$ cat src/rtl/phy_tx_striper.sv
// phy_tx_striper: PHY transmit front end. Accepts DATA_W-bit words over a
// valid/ready handshake and stripes each word across LANES serial lanes,
// MSB-first, one bit per lane per clock. Idle words (repeated IDLE_BYTE) fill
// every word slot that carries no data. After reset a SYNC_WORDS-long idle
// preamble is sent before the first data word can be accepted.
//
// Ports:
//   clk_32f    - bit clock, rising edge
//   reset      - asynchronous active-low reset
//   valid_in   - Data_in holds a valid word
//   Data_in    - word to transmit; lane i carries Data_in[(i+1)*SLICE-1 -: SLICE]
//   ready_out  - word accepted on this edge when valid_in is high
//   data_out   - one serial bit per lane
//   active_out - word currently on the lanes is data (not idle)
//   sync_done  - idle preamble complete
module phy_tx_striper #(
  parameter int unsigned DATA_W     = 32,
  parameter int unsigned LANES      = 2,
  parameter logic [7:0]  IDLE_BYTE  = 8'hBC,
  parameter int unsigned SYNC_WORDS = 4
) (
  input  logic              clk_32f,
  input  logic              reset,
  input  logic              valid_in,
  input  logic [DATA_W-1:0] Data_in,
  output logic              ready_out,
  output logic [LANES-1:0]  data_out,
  output logic              active_out,
  output logic              sync_done
);

  localparam int unsigned Slice = DATA_W / LANES;
  localparam int unsigned Period = Slice;
  localparam int unsigned CntW = (Period > 1) ? $clog2(Period) : 1;
  localparam int unsigned SyncW = (SYNC_WORDS > 1) ? $clog2(SYNC_WORDS) : 1;

  localparam logic [CntW-1:0]  LastBit  = CntW'(Period - 1);
  localparam logic [SyncW-1:0] LastSync = SyncW'(SYNC_WORDS - 1);
  localparam logic [Slice-1:0] IdleWord = {(Slice / 8){IDLE_BYTE}};

  typedef enum logic [0:0] {StSync, StActive} state_e;

  state_e                       state_q, state_d;
  logic [CntW-1:0]              bit_cnt_q, bit_cnt_d;
  logic [SyncW-1:0]             sync_cnt_q, sync_cnt_d;
  logic [LANES-1:0][Slice-1:0]  sh_q, sh_d;
  logic                         active_q, active_d;
  logic                         sync_done_q, sync_done_d;

  logic boundary;
  logic last_sync;
  logic accept;

  always_comb begin
    boundary  = (bit_cnt_q == LastBit);
    last_sync = (sync_cnt_q == LastSync);
    // The last preamble boundary already accepts data, so exactly SYNC_WORDS
    // idle words precede the first possible data word.
    ready_out = boundary && ((state_q == StActive) || last_sync);
    accept    = valid_in && ready_out;

    state_d     = state_q;
    bit_cnt_d   = bit_cnt_q + CntW'(1);
    sync_cnt_d  = sync_cnt_q;
    active_d    = active_q;
    sync_done_d = sync_done_q;
    for (int i = 0; i < int'(LANES); i++) begin
      sh_d[i] = {sh_q[i][Slice-2:0], 1'b0};
    end

    if (boundary) begin
      bit_cnt_d = '0;
      active_d  = accept;
      for (int i = 0; i < int'(LANES); i++) begin
        sh_d[i] = accept ? Data_in[i*Slice +: Slice] : IdleWord;
      end
      case (state_q)
        StSync: begin
          if (last_sync) begin
            state_d     = StActive;
            sync_done_d = 1'b1;
          end else begin
            sync_cnt_d = sync_cnt_q + SyncW'(1);
          end
        end
        StActive: ;  // sync_cnt saturates here
        default: state_d = StSync;
      endcase
    end
  end

  always_ff @(posedge clk_32f or negedge reset) begin
    if (!reset) begin
      state_q     <= StSync;
      bit_cnt_q   <= '0;
      sync_cnt_q  <= '0;
      sh_q        <= {LANES{IdleWord}};
      active_q    <= 1'b0;
      sync_done_q <= 1'b0;
    end else begin
      state_q     <= state_d;
      bit_cnt_q   <= bit_cnt_d;
      sync_cnt_q  <= sync_cnt_d;
      sh_q        <= sh_d;
      active_q    <= active_d;
      sync_done_q <= sync_done_d;
    end
  end

  always_comb begin
    for (int i = 0; i < int'(LANES); i++) begin
      data_out[i] = sh_q[i][Slice-1];
    end
  end

  assign active_out = active_q;
  assign sync_done  = sync_done_q;

endmodule

$ cat config.mk
export PLATFORM = sky130hd
export DESIGN_NAME = phy_tx_striper
export DESIGN_NICKNAME = d
export VERILOG_FILES = /design/src/rtl/phy_tx_striper.sv
export SDC_FILE = /design/constraint.sdc
export NUM_CORES = 1
export LEC_CHECK = 0
export BUFFER_PORTS_ARGS = -buffer_cell sky130_fd_sc_hd__buf_2
export CORE_MARGIN = 1.5
export CORE_UTILIZATION = 51
export CTS_BUF_LIST = sky130_fd_sc_hd__clkbuf_16
export CTS_CLUSTER_SIZE = 24
export DETAILED_ROUTE_END_ITERATION = 16
export PLACE_DENSITY_LB_ADDON = 0.2
export SLEW_MARGIN = 0
export SYNTH_ARGS = -nofsm -noshare
export SYNTH_HDL_FRONTEND = slang
export SYNTH_SLANG_ARGS = --single-unit
$ cat constraint.sdc
create_clock -name clk_32f -period 1.78 [get_ports clk_32f]
set_input_delay 0.178 -clock clk_32f [delete_from_list [all_inputs] [get_ports clk_32f]]
set_output_delay 0.178 -clock clk_32f [all_outputs]
set_load 0.05 [all_outputs]
==> metrics.cfg, run 1 <==
[outcome]
status = finished with violations
violations = design-rule violations

[cts]
post_cts_buffers = 0
cts_root_buffer = clkbuf_16
hold_buffers = 0
clockBufferDepth = 2
h-tree-depth = 2
cts_tree = yes
cts_buffers = 5
clock_sinks = 41
clk_latency_ns = 0.28
clk_pin_slew_ns = 0.05

[place]
dp_hpwl_mm = 1.932
finalWeightedCongestion = 0.7116
numPortBuffers = 39
place_ws_ns = 0.08789

[die]
die_w_um = 58.20
core_um2 = 2829
io-pin-count = 40
die_area_um2 = 3387
fp.dieH_um = 58.20
num_rows = 19
floorplan.initialDensity_pct = 54.93

[synth]
synth.cell_area_um2 = 1554
synth_compound_area_share_pct = 18.36
yosysWarnings = 0
syn_nets = 142
ys_ff_latch = 41
synthMuxAreaShare_pct = 0.7246
synth-simple-area-share_pct = 6.039
ys_seq_area_share_pct = 67.63
synth_cell_types = 24
syn_avg_cell_area_um2 = 14.80
synth_top_family_by_area = compound AO/OA/AOI/OAI gates
netlist_instances = 105
synthXorXnorAreaFrac_pct = 1.127
synth_fa_ha_area_share_pct = 1.610

[grt]
grt_use_met1_pct = 20.90
antenna_found_initial = 0
gr-total-overflow = 0
grt.met2_usage_pct = 32.14
grt_max_degree = 42
grt_util_all_layers_pct = 18.78
grtUsageMet3_pct = 7.589
grt_pass1_vias = 1094
grt_pass1_wl_mm = 4.623
grt.busiest_layer = met2

[final_layout]
layout_commonest_cell = buf_2
layout_common_cells = 38 x buf_2, 21 x dfrtp_1, 20 x o22a_1, 20 x dfstp_2, 10 x a22o_1
diodes = 0
area_growth_pct = 21.50
layout-drive-gt1-share_pct = 48.63
fin_nets = 182

[timing]
finalHoldViolCount = 0
rsz0062_at_grt = true
clock_skew_ns = 0.004197
period_share_pct = 95.06
slew_headroom_pct = 42.55
setup_viol = 0
worst_slack_ns = 0.08785
tns_ns = 0
timing.fmax_mhz = 591.0
tightest_slew_ns = 0.8618
period_needed_ns = 1.692
drv_slew = 0

[setup_path]
critPathLaunch = bit_cnt_q[0]
required_ns = 1.60
reg2reg_slack_ns = 0.12
critical_path_class = register to output port
endpoint = ready_out
worstPathCellList = ha_2 -> nand3_1 -> buf_4 -> nor2_2 -> buf_4
startpoint_type = register
reg2regPathDepth = 4
cp_max_fo = 12
worst_path_largest_cell_delay_ns = 0.39
rr_startpoint = bit_cnt_q[0]
r2r-end = sh_q[22]
cp.arrival_ns = 1.51
crit_slowest_cell = dfrtp_1
critPathMostFrequentCell = buf_4
endpoint_kind = output port

[route]
via_per_inst = 5.582
drt_iter0_markers = 34
drc = 1
route.vias.total = 988
wl_mm = 2.781
drtAntennaViolNets = 0
routedWlPerCell_um = 15.71
drtPass1Iterations = 10

[worst_hold_path]
worst_hold_path_type = primary input to async pin

[pwr]
p_leak_nw = 0.8770
irDropWorstVdd_uv = 920.0
power_density_nw_per_um2 = 960.9

[flow_run]
maxCapViolCount = 0

-- routing by layer --
metal / routed length [um] / share of wire (%) / vias to the layer above
li1: - / - / 460
met1: 1199 / 43 / 493
met2: 1389 / 50 / 30
met3: 150 / 5.4 / 5
met4: 42 / 1.5 / 0
met5: 0 / 0 / -
-- cells in the mapped netlist --
master / count / share of area [%]
dfrtp_1: 21 / 34
dfstp_2: 20 / 34
o22a_1: 20 / 11
a22o_1: 10 / 5.6
buf_4: 4 / 1.9
nand2_1: 4 / 0.97
nor2_1: 3 / 0.72
and2_1: 2 / 0.81
buf_2: 2 / 0.64
buf_6: 2 / 1.4
ha_1: 2 / 1.6
nand3_1: 2 / 0.64
o21ai_0: 2 / 0.64
a21oi_1: 1 / 0.32
and3_1: 1 / 0.40
clkbuf_1: 1 / 0.24
inv_1: 1 / 0.24
mux2_1: 1 / 0.72
nand2b_1: 1 / 0.40
nand3b_4: 1 / 1.3
nor3b_2: 1 / 0.81
o21bai_1: 1 / 0.48
xnor2_1: 1 / 0.56
xor2_1: 1 / 0.56
-- final cells by class --
| cell class | count | area (um^2) |
|---|---|---|
| inverters | 1 | 3.754 |
| flip-flops and latches | 41 | 1051 |
| well taps | 31 | 38.79 |
| multi-input cells | 54 | 437.9 |
| clock inverters | 3 | 11.26 |
| clock buffers | 5 | 125.1 |
| fillers | 217 | 940.9 |
| repair buffers | 42 | 220.2 |
-- stage by stage --
stage	utilization, %	instance area [um^2]	hold slack, ns	cells	total power, mW
after floorplan	-	1556	-0.1176	105	0.9522
after global placement	61.74	1747	0.3246	169	1.006
after detailed placement	61.74	1747	0.3415	169	1.008
after CTS	66.65	1886	0.03944	177	1.839
after global routing	66.74	1888	0.08992	177	1.876
final	66.74	1888	0.01926	177	1.814
-- flip-flops by register name, indices dropped and copies added, names as in the netlist --
register	cells
sync_done	1
sh_q	30
sync_cnt_q	2
data_out	2
active_out	1
state_q	1
bit_cnt_q	4
-- cell families after synthesis --
family                   Yosys count
buffers and inverters             10
AO/OA/AOI/OAI                     34
multiplexers                       1
flip-flops                        41
AND/OR/NAND/NOR                   15
adder cells (fa/ha/maj)            2
XOR/XNOR                           2
-- report_power, final --
group | switching (mW) | internal [mW] | total [mW]
Sequential | 0 | 0.935 | 0.935
Clock | 0.319 | 0.503 | 0.823
Combinational | 0.0285 | 0.0281 | 0.0566
Total | 0.348 | 1.47 | 1.81
-- worst min-delay path by stage --
stage / start / end / slack [ns] / cells after the start
floorplan: reset / active_out / -0.12 / 0
finish: reset / bit_cnt_q[3] / 0.02 / 1
global placement: reset / sh_q[14] / 0.32 / 1
global route: reset / sh_q[30] / 0.09 / 1
CTS: reset / sync_cnt_q[0] / 0.04 / 1
detailed placement: reset / bit_cnt_q[3] / 0.34 / 1
-- repair_timing --
action | CTS | global route
endpoints found under the setup margin | 1 | 11
endpoints found under the hold margin | 0 | 0
gates resized for setup | 1 | 1
-- worst max-delay path, delay by kind of cell (launching register included) --
family	cells	cell delay, ns
buf+inv	2	0.41
flops	1	0.39
fa+ha+maj	1	0.23
simple gates	2	0.22
(Power assumes the default switching activity.)
==> inputs of run 2 (changes only) <==
--- a/config.mk
+++ b/config.mk
@@ -11,7 +11,8 @@
 export CTS_BUF_LIST = sky130_fd_sc_hd__clkbuf_16
 export CTS_CLUSTER_SIZE = 24
 export DETAILED_ROUTE_END_ITERATION = 16
-export PLACE_DENSITY_LB_ADDON = 0.2
+export PLACE_DENSITY = 0.84
+export SKIP_LAST_GASP = 1
 export SLEW_MARGIN = 0
 export SYNTH_ARGS = -nofsm -noshare
 export SYNTH_HDL_FRONTEND = slang
==> run 2 against run 1 <==
Net effect: the flow now finishes without violations; sequential power about the same; core utilization up 1.0 points; critical path depth unchanged; die area unchanged; setup slack worse by 0.0051 ns; via count unchanged; worst hold slack better by 0.084 ns; design area up 1.5%; non-clock buffer count up 3; global-route usage up 1.6 points; critical endpoint unchanged; largest power group unchanged; highest routed layer unchanged.
==> metrics.cfg, run 2 (same netlist as run 1, synthesis figures left out) <==
[timing]
slew_headroom_pct = 51.28  ; +8.7 points
tightest_slew_ns = 0.7277  ; -0.1341 ns
worst_slack_ns = 0.08279  ; -0.005061 ns
finalHoldViolCount = 0  ; unchanged
clock_skew_ns = 0.004531  ; +0.0003341 ns
rsz0062_at_grt = true
timing.fmax_mhz = 589.2  ; -0.30%
setup_viol = 0  ; unchanged
drv_slew = 0  ; unchanged
period_needed_ns = 1.697  ; +0.005061 ns
period_share_pct = 95.35  ; +0.28 points

[route]
route.vias.total = 988  ; unchanged
routedWlPerCell_um = 15.94  ; +1.4%
drtAntennaViolNets = 0  ; unchanged
dr_wl_met2_mm = 1.451  ; +4.5%
routedLengthMet1_mm = 1.205  ; +0.50%
routed-wl-met3_um = 155  ; +3.3%
via_per_inst = 5.489  ; -1.7%
drt_iter0_markers = 21  ; -38%
drtPass1Iterations = 6  ; -4
top_layer_used = met4
wl_mm = 2.869  ; +3.2%
drc = 0  ; -1

[final_layout]
top_regs = sh_q: 30 flops, bit_cnt_q: 4 flops
regMostFlops = sh_q
fin_util_pct = 67.76  ; +1.0 points
layout-drive-gt1-share_pct = 48.99  ; +0.36 points
stdcell_count = 180  ; +1.7%
fillers = 207  ; -4.6%
fin_area_um2 = 1917  ; +1.5%
largest_register_ffs = 30  ; unchanged
layout_common_cells = 38 x buf_2, 21 x dfrtp_1, 20 x o22a_1, 20 x dfstp_2, 10 x a22o_1
area_growth_pct = 23.35
layout_commonest_cell = buf_2
fin_nets = 185  ; +1.6%
diodes = 0  ; unchanged

[grt]
gr-total-overflow = 0  ; unchanged
grt_pass1_vias = 1061  ; -3.0%
antenna_found_initial = 0  ; unchanged
grt_max_degree = 24  ; -43%
grt_pass1_wl_mm = 4.830  ; +4.5%
grt_util_all_layers_pct = 20.37  ; +1.6 points

[setup_path]
worst_path_largest_cell_delay_ns = 0.39  ; about the same
critPathLaunch = bit_cnt_q[0]
cp.arrival_ns = 1.52  ; about the same
required_ns = 1.60  ; about the same
r2r-end = sh_q[25]
crit_slowest_cell = dfrtp_1
rr_startpoint = bit_cnt_q[0]
reg2regPathDepth = 4  ; unchanged
worstPathCellList = ha_2 -> nand3_1 -> buf_4 -> nor2_2 -> buf_6
path_depth = 5  ; unchanged
cp_max_fo = 12  ; unchanged
startpoint_type = register
endpoint_kind = output port
reg2reg_slack_ns = 0.10  ; -0.02 ns
critPathTopFamily = flip-flops
endpoint = ready_out
cp_num_buf_inv = 2  ; unchanged
critical_path_class = register to output port

[die]
io-pin-count = 40  ; unchanged
core_um2 = 2829  ; unchanged
die_w_um = 58.20  ; unchanged
fp.dieH_um = 58.20  ; unchanged
num_rows = 19  ; unchanged
die_area_um2 = 3387  ; unchanged
floorplan.initialDensity_pct = 54.93  ; unchanged

[place]
place_ws_ns = 0.06079  ; -0.02710 ns
placed_area_um2 = 1754  ; +0.43%
dp_cells = 170  ; +0.59%
dp_hpwl_mm = 1.956  ; +1.3%
finalWeightedCongestion = 0.6888  ; -3.2%
numPortBuffers = 39  ; unchanged

[pwr]
irDropWorstVdd_uv = 704.4  ; -23%
power_density_nw_per_um2 = 947.0  ; -1.4%
power_mw = 1.815  ; about the same
p_leak_nw = 0.8939  ; +1.9%

[cts]
cts_tree = yes
clk_latency_ns = 0.28  ; about the same
clk_pin_slew_ns = 0.05  ; about the same
cts_root_buffer = clkbuf_16
clock_sinks = 41  ; unchanged
clockBufferDepth = 2  ; unchanged
cts_buffers = 5  ; unchanged
h-tree-depth = 2  ; unchanged

[flow_run]
maxCapViolCount = 0  ; unchanged

[worst_hold_path]
worst_hold_path_type = primary input to register

[outcome]
status = completed

## run 2: how the worst min path moves through the flow
stage,start,slack [ns],cells after the start,end
floorplan,reset,-0.12,0,active_out
global placement,reset,0.15,1,active_out
detailed placement,reset,0.17,1,active_out
CTS,Data_in[16],0.1,2,sh_q[16]
global route,Data_in[16],0.10,2,sh_q[16]
finish,Data_in[16],0.10,2,sh_q[16]
## run 2: metrics by stage
step	TNS (ns)	hold WS [ns]
2_1_floorplan	0	-0.1176
3_3_place_gp	0	0.1526
3_5_place_dp	0	0.1658
4_1_cts	0	0.09689
5_1_grt	-0.07370	0.1042
6_report	0	0.1031
## run 2: final cells by class
class	instances	area, um^2	share of cell area, %
inverters	1	3.754	0.1958
clock buffers	5	125.1	6.527
clock inverters	3	11.26	0.5875
flip-flops and latches	41	1051	54.83
repair buffers	45	249.0	12.99
multi-input cells	54	437.9	22.85
well taps	31	38.79	2.023
## run 2: power breakdown
group          internal (mW)  switching, mW
sequential             0.935              0
clock                  0.503          0.315
combinational         0.0324         0.0302
total                   1.47          0.345
## run 2: layer usage
metal  GRT usage (%)  vias to the layer above
met1           24.59                      485
met3           6.696                        5
met5               0                        -
met4           9.967                        0
met2           32.95                       30
li1                -                      468
## run 2: timing repair
| action | in CTS | in global routing |
|---|---|---|
| gates resized for setup | 1 | 2 |
| gates cloned | 0 | 0 |
| buffers inserted | 0 | 1 |
| endpoints found under the hold margin | 11 | 0 |
| endpoints found under the setup margin | 1 | 13 |
| hold buffers | 1 | 0 |
